===== config.mk =====
export PLATFORM = sky130hd
export DESIGN_NAME = instruction_issue
export DESIGN_NICKNAME = d
export VERILOG_FILES = /design/src/rtl/instruction_issue_pkg.sv /design/src/rtl/instruction_issue_register_file.sv /design/src/rtl/instruction_issue.sv
export SDC_FILE = /design/constraint.sdc
export NUM_CORES = 2
export LEC_CHECK = 0
export CAP_MARGIN = 30
export CORE_MARGIN = 2
export CORE_UTILIZATION = 30
export CTS_BUF_LIST = sky130_fd_sc_hd__clkbuf_2 sky130_fd_sc_hd__clkbuf_4 sky130_fd_sc_hd__clkbuf_8
export DETAILED_ROUTE_END_ITERATION = 8
export GPL_ROUTABILITY_DRIVEN = 0
export HOLD_SLACK_MARGIN = 0.02
export MAX_ROUTING_LAYER = met4
export PLACE_DENSITY = 0.5
export SETUP_SLACK_MARGIN = 0.3
export SLEW_MARGIN = 20
export SYNTH_ARGS = -nofsm -noshare
export SYNTH_HDL_FRONTEND = slang
export SYNTH_HIERARCHICAL = 1
export SYNTH_SLANG_ARGS = --single-unit

===== constraint.sdc =====
create_clock -name clk -period 7.2 [get_ports clk]
set_input_delay 2.16 -clock clk [delete_from_list [all_inputs] [get_ports clk]]
set_output_delay 2.16 -clock clk [all_outputs]
set_load 0.005 [all_outputs]

===== src/rtl/instruction_issue_pkg.sv =====
// Shared types for the ID->IX boundary: decode bundle in, dispatch bundle out.
package instruction_issue_pkg;
  localparam int DATA_W    = 32;
  localparam int REG_WIDTH = 5;
  localparam int NUM_REGS  = 32;
  localparam int NUM_PIPES = 4;

  localparam int EXE_PIPE_ID_ALU = 0;
  localparam int EXE_PIPE_ID_MUL = 1;
  localparam int EXE_PIPE_ID_DIV = 2;
  localparam int EXE_PIPE_ID_LSU = 3;

  // one bit per execution pipe, indexed by EXE_PIPE_ID_*
  typedef logic [NUM_PIPES-1:0] exe_pipe_e;

  typedef struct packed {
    logic       register_write;
    logic       branch;
    logic       jal;
    logic       jalr;
    logic [2:0] branch_op;
    logic [1:0] result_src;
    logic       mem_store;
    logic       mem_load;
    logic       icache_invalidate;
    logic [3:0] alu_control;
    logic [1:0] mul_control;
    logic [1:0] div_control;
    logic [2:0] lsu_control;
    logic       alu_src;
  } ctrl_t;

  typedef struct packed {
    logic [REG_WIDTH-1:0] a1;
    logic [REG_WIDTH-1:0] a2;
    logic [REG_WIDTH-1:0] rd;
    logic [DATA_W-1:0]    imm_ext;
    logic [DATA_W-1:0]    pc;
    logic [DATA_W-1:0]    pc_inc;
    ctrl_t                ctrl;
    exe_pipe_e            exe_pipe;
  } id_ix_inf_t;

  // control fields trail in ctrl_t order so a ctrl_t can be concatenated in
  typedef struct packed {
    logic [DATA_W-1:0]    rs1_data;
    logic [DATA_W-1:0]    rs2_data;
    logic [REG_WIDTH-1:0] rd;
    logic [DATA_W-1:0]    imm_ext;
    logic [DATA_W-1:0]    pc;
    logic [DATA_W-1:0]    pc_inc;
    logic                 register_write;
    logic                 branch;
    logic                 jal;
    logic                 jalr;
    logic [2:0]           branch_op;
    logic [1:0]           result_src;
    logic                 mem_store;
    logic                 mem_load;
    logic                 icache_invalidate;
    logic [3:0]           alu_control;
    logic [1:0]           mul_control;
    logic [1:0]           div_control;
    logic [2:0]           lsu_control;
    logic                 alu_src;
  } ix_ex_inf_t;
endpackage


===== src/rtl/instruction_issue_register_file.sv =====
// 32-entry integer register file: two async reads, one sync write, x0 reads 0.
module instruction_issue_register_file
  import instruction_issue_pkg::*;
#(
  parameter int XLEN = 32
) (
  input  logic                 clk,
  input  logic [REG_WIDTH-1:0] ra1,
  input  logic [REG_WIDTH-1:0] ra2,
  output logic [XLEN-1:0]      rd1,
  output logic [XLEN-1:0]      rd2,
  input  logic                 we,
  input  logic [REG_WIDTH-1:0] wa,
  input  logic [XLEN-1:0]      wd
);
  logic [XLEN-1:0] mem [NUM_REGS];

  always_ff @(posedge clk) begin
    if (we && wa != '0) mem[wa] <= wd;
  end

  assign rd1 = (ra1 == '0) ? '0 : mem[ra1];
  assign rd2 = (ra2 == '0) ? '0 : mem[ra2];
endmodule


===== src/rtl/instruction_issue.sv =====
// Issue stage: scoreboard hazard check, operand read with writeback bypass,
// one-hot dispatch to a single execution pipe per cycle.
module instruction_issue
  import instruction_issue_pkg::*;
#(
  parameter int XLEN      = DATA_W,
  parameter bit WB_BYPASS = 1'b1
) (
  input  logic                 clk,
  input  logic                 rst,
  input  logic                 wb_do_branch,
  input  logic                 id_valid,
  input  id_ix_inf_t           id_ix_inf,
  output logic                 ix_stall,
  input  exe_pipe_e            exe_ready,
  input  logic                 wb_valid,
  input  logic                 wb_write,
  input  logic [REG_WIDTH-1:0] wb_rd,
  input  logic [XLEN-1:0]      wb_result,
  output exe_pipe_e            ix_valid,
  output ix_ex_inf_t           ix_ex_inf
);
  logic [NUM_REGS-1:0] pend, pend_n, wb_hit, eff;
  logic [XLEN-1:0]     rf1, rf2, rs1, rs2;
  logic                raw, waw, strct, live, fire, rf_we;

  assign rf_we = wb_valid & wb_write;

  instruction_issue_register_file #(.XLEN(XLEN)) u_rf (
    .clk (clk),
    .ra1 (id_ix_inf.a1),
    .ra2 (id_ix_inf.a2),
    .rd1 (rf1),
    .rd2 (rf2),
    .we  (rf_we),
    .wa  (wb_rd),
    .wd  (wb_result)
  );

  // a completing writeback releases its entry in the same cycle when bypassing
  always_comb begin
    wb_hit = '0;
    if (WB_BYPASS && wb_valid) wb_hit[wb_rd] = 1'b1;
  end
  assign eff = pend & ~wb_hit;

  assign raw   = eff[id_ix_inf.a1] | eff[id_ix_inf.a2];
  assign waw   = id_ix_inf.ctrl.register_write & eff[id_ix_inf.rd];
  assign strct = ~|(id_ix_inf.exe_pipe & exe_ready);
  assign live  = id_valid & ~wb_do_branch & (|id_ix_inf.exe_pipe);

  assign ix_stall = live & (raw | waw | strct);
  assign fire     = live & ~(raw | waw | strct);

  // x0 writebacks never reach the file, so they must not be forwarded either
  always_comb begin
    rs1 = rf1;
    rs2 = rf2;
    if (WB_BYPASS && rf_we && wb_rd != '0) begin
      if (wb_rd == id_ix_inf.a1) rs1 = wb_result;
      if (wb_rd == id_ix_inf.a2) rs2 = wb_result;
    end
  end

  // clear before set: a newer writer of the same rd keeps the bit
  always_comb begin
    pend_n = pend;
    if (wb_valid) pend_n[wb_rd] = 1'b0;
    if (fire && id_ix_inf.ctrl.register_write) pend_n[id_ix_inf.rd] = 1'b1;
    pend_n[0] = 1'b0;
  end

  always_ff @(posedge clk) begin
    if (rst) begin
      pend      <= '0;
      ix_valid  <= '0;
      ix_ex_inf <= '0;
    end else begin
      pend     <= pend_n;
      ix_valid <= fire ? id_ix_inf.exe_pipe : '0;
      if (fire)
        ix_ex_inf <= {rs1, rs2, id_ix_inf.rd, id_ix_inf.imm_ext, id_ix_inf.pc,
                      id_ix_inf.pc_inc, id_ix_inf.ctrl};
    end
  end
endmodule

Word level (Yosys, flattened, before mapping)
Memories as Yosys holds them, arrays and structs flattened.
Index checks and enable logic that the tools add are counted.
{"block": "classes", "addsub": 0, "n_mul": 0, "div_mod_pow": 0, "order_cmp": 6, "n_eq_ne": 2, "n_shift": 0, "mux": 21, "bitwise": 18, "reduce_logical": 11}
{"op": "32-bit two-way mux", "count": 9}
{"op": "32-bit AND", "count": 2}
{"op": "32-bit NOT", "count": 2}
{"op": "32-bit bitwise OR", "count": 1}
{"op": "5-bit by 6-bit < comparator with 1-bit output (second input constant)", "count": 4}
{"op": "1-bit binary-select mux with 5-bit select", "count": 3}
{"op": "1-bit demux with 5-bit select", "count": 2}
{"op": "5-bit equality test", "count": 2}
{"op": "5-bit by 1-bit >= comparator with 1-bit output (second input constant)", "count": 2}
{"op": "5-bit zero test", "count": 2}
{"op": "4-bit OR reduction", "count": 2}
{"op": "1-bit two-way mux", "count": 7}
{"op": "1-bit AND", "count": 6}
{"op": "5-bit nonzero test", "count": 1}
{"op": "4-bit AND", "count": 1}
{"op": "1-bit logical AND", "count": 4}
{"op": "1-bit NOT", "count": 3}
{"op": "1-bit bitwise OR", "count": 3}
{"op": "2-bit OR reduction", "count": 1}
{"op": "1-bit zero test", "count": 1}
{"block": "totals", "regBits": 225, "latch_bits": 0, "ramBits": 1024, "rom_bits": 0, "output_inout_bits": 194, "word_cells": 82, "memories": 1}
{"memory": "u_rf.mem", "depth": 32, "word_bits": 32, "read_ports": 2, "rd_ports_with_merged_regs": 0, "write_ports": 1, "line": "instruction_issue_register_file.sv:16", "text": "logic [XLEN-1:0] mem [NUM_REGS];"}

Longest topological paths before layout
{"block": "logic_depth", "depth_word": 16, "mapped_depth": 13, "ltp_nobuf": 8}

Cells and area by module
The synthesis kept the hierarchy.
{"module": "instruction_issue_register_file", "n_inst": 1, "cells_per_inst": 2564, "area_each_um2": 47904.7, "seq_area_each_um2": 30749.5}
{"module": "instruction_issue", "n_inst": 1, "cells_per_inst": 1199, "area_each_um2": 10765.3, "seq_area_each_um2": 4484.3}

Least setup slack after synthesis
No wires, ideal clock.
{"block": "synth_timing", "kind": "input port to output port", "startpoint": "in wb_rd[1]", "endpoint": "out ix_stall", "arrival_time_ns": 4.381, "path_slack_ns": 0.659, "path_stages": 11, "cell_sequence": "buf_4 > or4b_4 > o21ai_1 > a22o_1 > a31oi_1 > nand3_1 > a32o_1 > clkbuf_1 > clkbuf_1 > buf_2 > a31oi_1"}
{"block": "synth_between", "elab_chain_cells": 13, "word_cells_on_any_way": 19, "classes_between": "order compare: 2; mux: 9; bitwise: 7; reduce/logical: 1"}
{"element": "start, declared", "line": "instruction_issue.sv:18", "text": "input logic [REG_WIDTH-1:0] wb_rd,"}
{"element": "5-bit by 6-bit < comparator with 1-bit output (not written as such) or 5-bit by 1-bit >= comparator with 1-bit output (tied branches)", "line": "instruction_issue.sv:43", "text": "if (WB_BYPASS && wb_valid) wb_hit[wb_rd] = 1'b1;"}
{"element": "1-bit logical AND (not written as such)", "line": "instruction_issue.sv:43"}
{"element": "1-bit two-way mux (not written as such)", "line": "instruction_issue.sv:43"}
{"element": "1-bit demux with 5-bit select *", "line": "instruction_issue.sv:43"}
{"element": "32-bit two-way mux *", "line": "instruction_issue.sv:43"}
{"element": "32-bit NOT *", "line": "instruction_issue.sv:45", "text": "assign eff = pend & ~wb_hit;"}
{"element": "32-bit AND *", "line": "instruction_issue.sv:45"}
{"element": "1-bit binary-select mux with 5-bit select, on equally long branches", "line": "instruction_issue.sv:47, instruction_issue.sv:48"}
{"element": "1-bit two-way mux, on equally long branches", "line": "instruction_issue.sv:47, instruction_issue.sv:48"}
{"element": "1-bit bitwise OR or 1-bit AND (tied branches)", "line": "instruction_issue.sv:47, instruction_issue.sv:48"}
{"element": "1-bit bitwise OR * (2 in series)", "line": "instruction_issue.sv:52", "text": "assign ix_stall = live & (raw | waw | strct);"}
{"element": "1-bit AND *", "line": "instruction_issue.sv:52"}
{"element": "end, declared", "line": "instruction_issue.sv:14", "text": "output logic ix_stall,"}
Mark *: on every way between the ends. The rest lies on a longest branch, timed or not. The select of a mux whose other input is x is not followed.

Worst setup path in the final report
Same ends and word-level chain as after synthesis.

==> impl_results.md <==
* Status: finished, final reports clean
* Share of cells above drive strength 1 at roughly 25%
* Drt drc at 0
* Cell area after layout at 0.0709 mm2
* Slew Viols, Final at 0
* Area grow syn2layout at 20.9%
* Yosys top cell area share at between 50% and 60%
* Pwr dens at around 230 mW/mm2
* Max-cap violation count at 0
* Clock transition at path regs at 0.05 ns
* Reg2reg setup slack at between 3 and 4 ns
* Hold WC Path Type: register to register
* Commonest cells in the netlist: edfxtp_1, mux2i_1, mux4_2
* Total CTS buffers at approximately 220
* Clk Tree Root Cell: clkbuf_8
* H-tree depth at 4
* Maximum vdd drop at between 0.15 and 0.2 mV
* Leakage power at ~23 nW
* Gr ovfl total at 0
* Final core occ at between 30% and 40%
* Sink Count at about 1,200
* Post-DRT Antenna Nets at 0
* Setup Skew at roughly 0.053 ns
* M3 GR Usage at between 4 and 5%
* Hold slack at ~0.47 ns
* Worst-margin pin slew at ~1.1 ns
* First-pass GRT wire length at 304,000 um
* Starting density of the core at between 30% and 40%
* Commonest register cell after synthesis: edfxtp_1
* Die Height at roughly 450 um
* Final setup fails at 0
* Cell with the most instances after synthesis: edfxtp_1
* Final hold viol count at 0
* CTS tree: done
* Tot GR Track Use at around 22%
* FP Rows at approximately 160
* Global Route met2 Usage at between 30% and 40%
* Register area share after synthesis at about three fifths
* Core ar. at around 0.19 mm2
* Synth Area per Inst at 15.6 um2
* Post-place instance area at approximately 0.066 mm2
* Unrepaired setup endpoints after global routing: no
* Avg WL per Cell at roughly 31 um
* Largest net degree at the start of global routing at 190
* Final Routed Wirelength at 216,000 um
* Largest fanout on the critical path at 6
* Die area at 0.199 mm2
* Area contributors post-synth: edfxtp_1, mux4_2, dfxtp_1, mux2i_1, nand4_1
* Max_slew headroom at between 20% and 30%
* Gr busiest metal: met2
* Post-Syn Area at 0.0587 mm2
* Yosys cell types at 69
* Vias in the first global route at 40,597
* Worst skew pair latency at 1.00 ns
* Yosys warns at 6
* CTS Hold Bufs at 0
* Setup TNS at 0 ns
* CP Capture Type: output pin
* DR vias/cell at approximately 5.8
* Setup CP Type: input port to output pin
* Mapped Cells at 3,763
* Minimum clock period at around 6.8 ns
* Final worst-path cycle share at 94.7%
* CP arrival at 4.66 ns
* Share of flip-flops with an asynchronous set or reset at 0%
* Final nets at ~4,400
* First-pass DRT Iterations at 5
* EDFF count, synth at ~1,000
* IO Pins at 380
* I/O Buffers at approximately 380
* Max Freq at 147 MHz
* DP HPWL at 126,000 um
* Die width at 446 um
* Crit path required time at 5.04 ns
* Startpoint types: input port
* #FFs+latches synth at roughly 1,200
* Initial detailed-routing violation count at 3,770
* Initial antenna violation count at 11
* Cell taking the most area after synthesis: edfxtp_1
* Clock buffer depth at 3
* Vias at about 40,000
* Met1 usage at approximately 27%
==> final cells by class <==
cell class,instances,area [um2]
fillers,18496,124000
flip-flops and latches,1248,35200
multi-input cells,2159,22200
clock buffers,293,3660
repair buffers,607,5850
diodes,11,27.5
well taps,2542,3180
inverters,8,31.3
clock inverters,101,723
==> power by group <==
part | internal [mW] | total (mW) | switching, mW
Combinational | 0.691 | 1.74 | 1.05
Clock | 3.54 | 6.64 | 3.10
Sequential | 7.90 | 7.95 | 0.0499
==> routing by layer <==
metal / vias to the layer above / routed length [um]
met1: 21345 / 89000
met3: 390 / 14500
met5: - / 0
met4: 0 / 7360
met2: 1786 / 105000
li1: 16809 / -
==> final timing paths <==
| check | startpoint | endpoint | cells after the start |
|---|---|---|---|
| worst max-delay path | wb_rd[1] | ix_stall | 11 |
| worst min-delay path | ix_ex_inf[13] | ix_ex_inf[13] | 2 |
| worst max register to register | pend[16] | ix_ex_inf[62] | 13 |
| worst min register to register | ix_ex_inf[13] | ix_ex_inf[13] | 2 |
==> logic make-up after synthesis <==
| kind of cell | share of synthesized area, % |
|---|---|
| xor gates and xnor gates | 0.149 |
| other | 0.00639 |
| AOI/OAI and AO/OA | 10.7 |
| DFF | 60.1 |
| buffers and inverters | 3.20 |
| and+or+nand+nor | 4.04 |
| muxes | 21.8 |
==> sequential cells by signal, summed over array words and instances (netlist names) <==
| register | flops |
|---|---|
| ix_ex_inf | 189 |
| ix_valid | 4 |
| pend | 31 |
| u_rf/mem | 1024 |
==> cells in the final DEF, fill, tap and decap left out, types with 7 or more instances in the layout <==
| master | instances |
|---|---|
| a211oi_2 | 11 |
| buf_4 | 194 |
| nand2_1 | 99 |
| a311oi_1 | 32 |
| o221ai_1 | 69 |
| a211oi_1 | 119 |
| mux2_2 | 64 |
| buf_12 | 22 |
| o31ai_1 | 126 |
| o21ai_1 | 22 |
| o21ai_0 | 58 |
| mux4_1 | 36 |
| nor2_4 | 33 |
| nor2b_1 | 38 |
| clkbuf_8 | 235 |
| nand4_1 | 161 |
| edfxtp_1 | 1024 |
| nand3b_1 | 9 |
| o2111ai_1 | 11 |
| o22ai_1 | 7 |
| dfxtp_1 | 224 |
| clkbuf_4 | 59 |
| o32ai_1 | 31 |
| clkdlybuf4s50_1 | 360 |
| xnor2_1 | 7 |
| clkinv_2 | 35 |
| a221oi_2 | 18 |
| mux2i_1 | 394 |
| a22oi_1 | 69 |
| nand3_1 | 11 |
| a221oi_1 | 38 |
| clkinv_1 | 49 |
| diode_2 | 11 |
| a31oi_1 | 66 |
| buf_6 | 10 |
| a21oi_1 | 160 |
| conb_1 | 32 |
| mux4_2 | 320 |
| nor2_1 | 14 |
==> metrics by stage <==
step                      power (mW)  instances  worst slack (ns)
after detailed placement        9.83       6554            -0.209
final                           16.3       6969             0.379
after global routing            16.9       6968             0.314
after global placement          9.82       6547            -0.238
after floorplan                 9.03       3794             0.659
after CTS                       16.5       6953             0.300
==> critical path, stage by stage <==
cell             delay [ns]
clkdlybuf4s50_1        0.42
buf_6                  0.14
or4b_4                 0.61
o21ai_4                0.21
mux4_2                 0.25
o22a_1                 0.17
o211ai_1               0.13
a21oi_2                0.19
a31oi_4                0.12
buf_6                  0.15
clkbuf_2               0.12
==> timing repair <==
action                                 in CTS  in global routing
buffers inserted                            4                  2
pin swaps                                   8                 10
setup endpoints to repair                   1                  1
gates cloned                                1                  0
endpoints found under the hold margin       0                  0
resized for setup                          33                 24
Note: power is estimated with default switching activity, not from simulation.
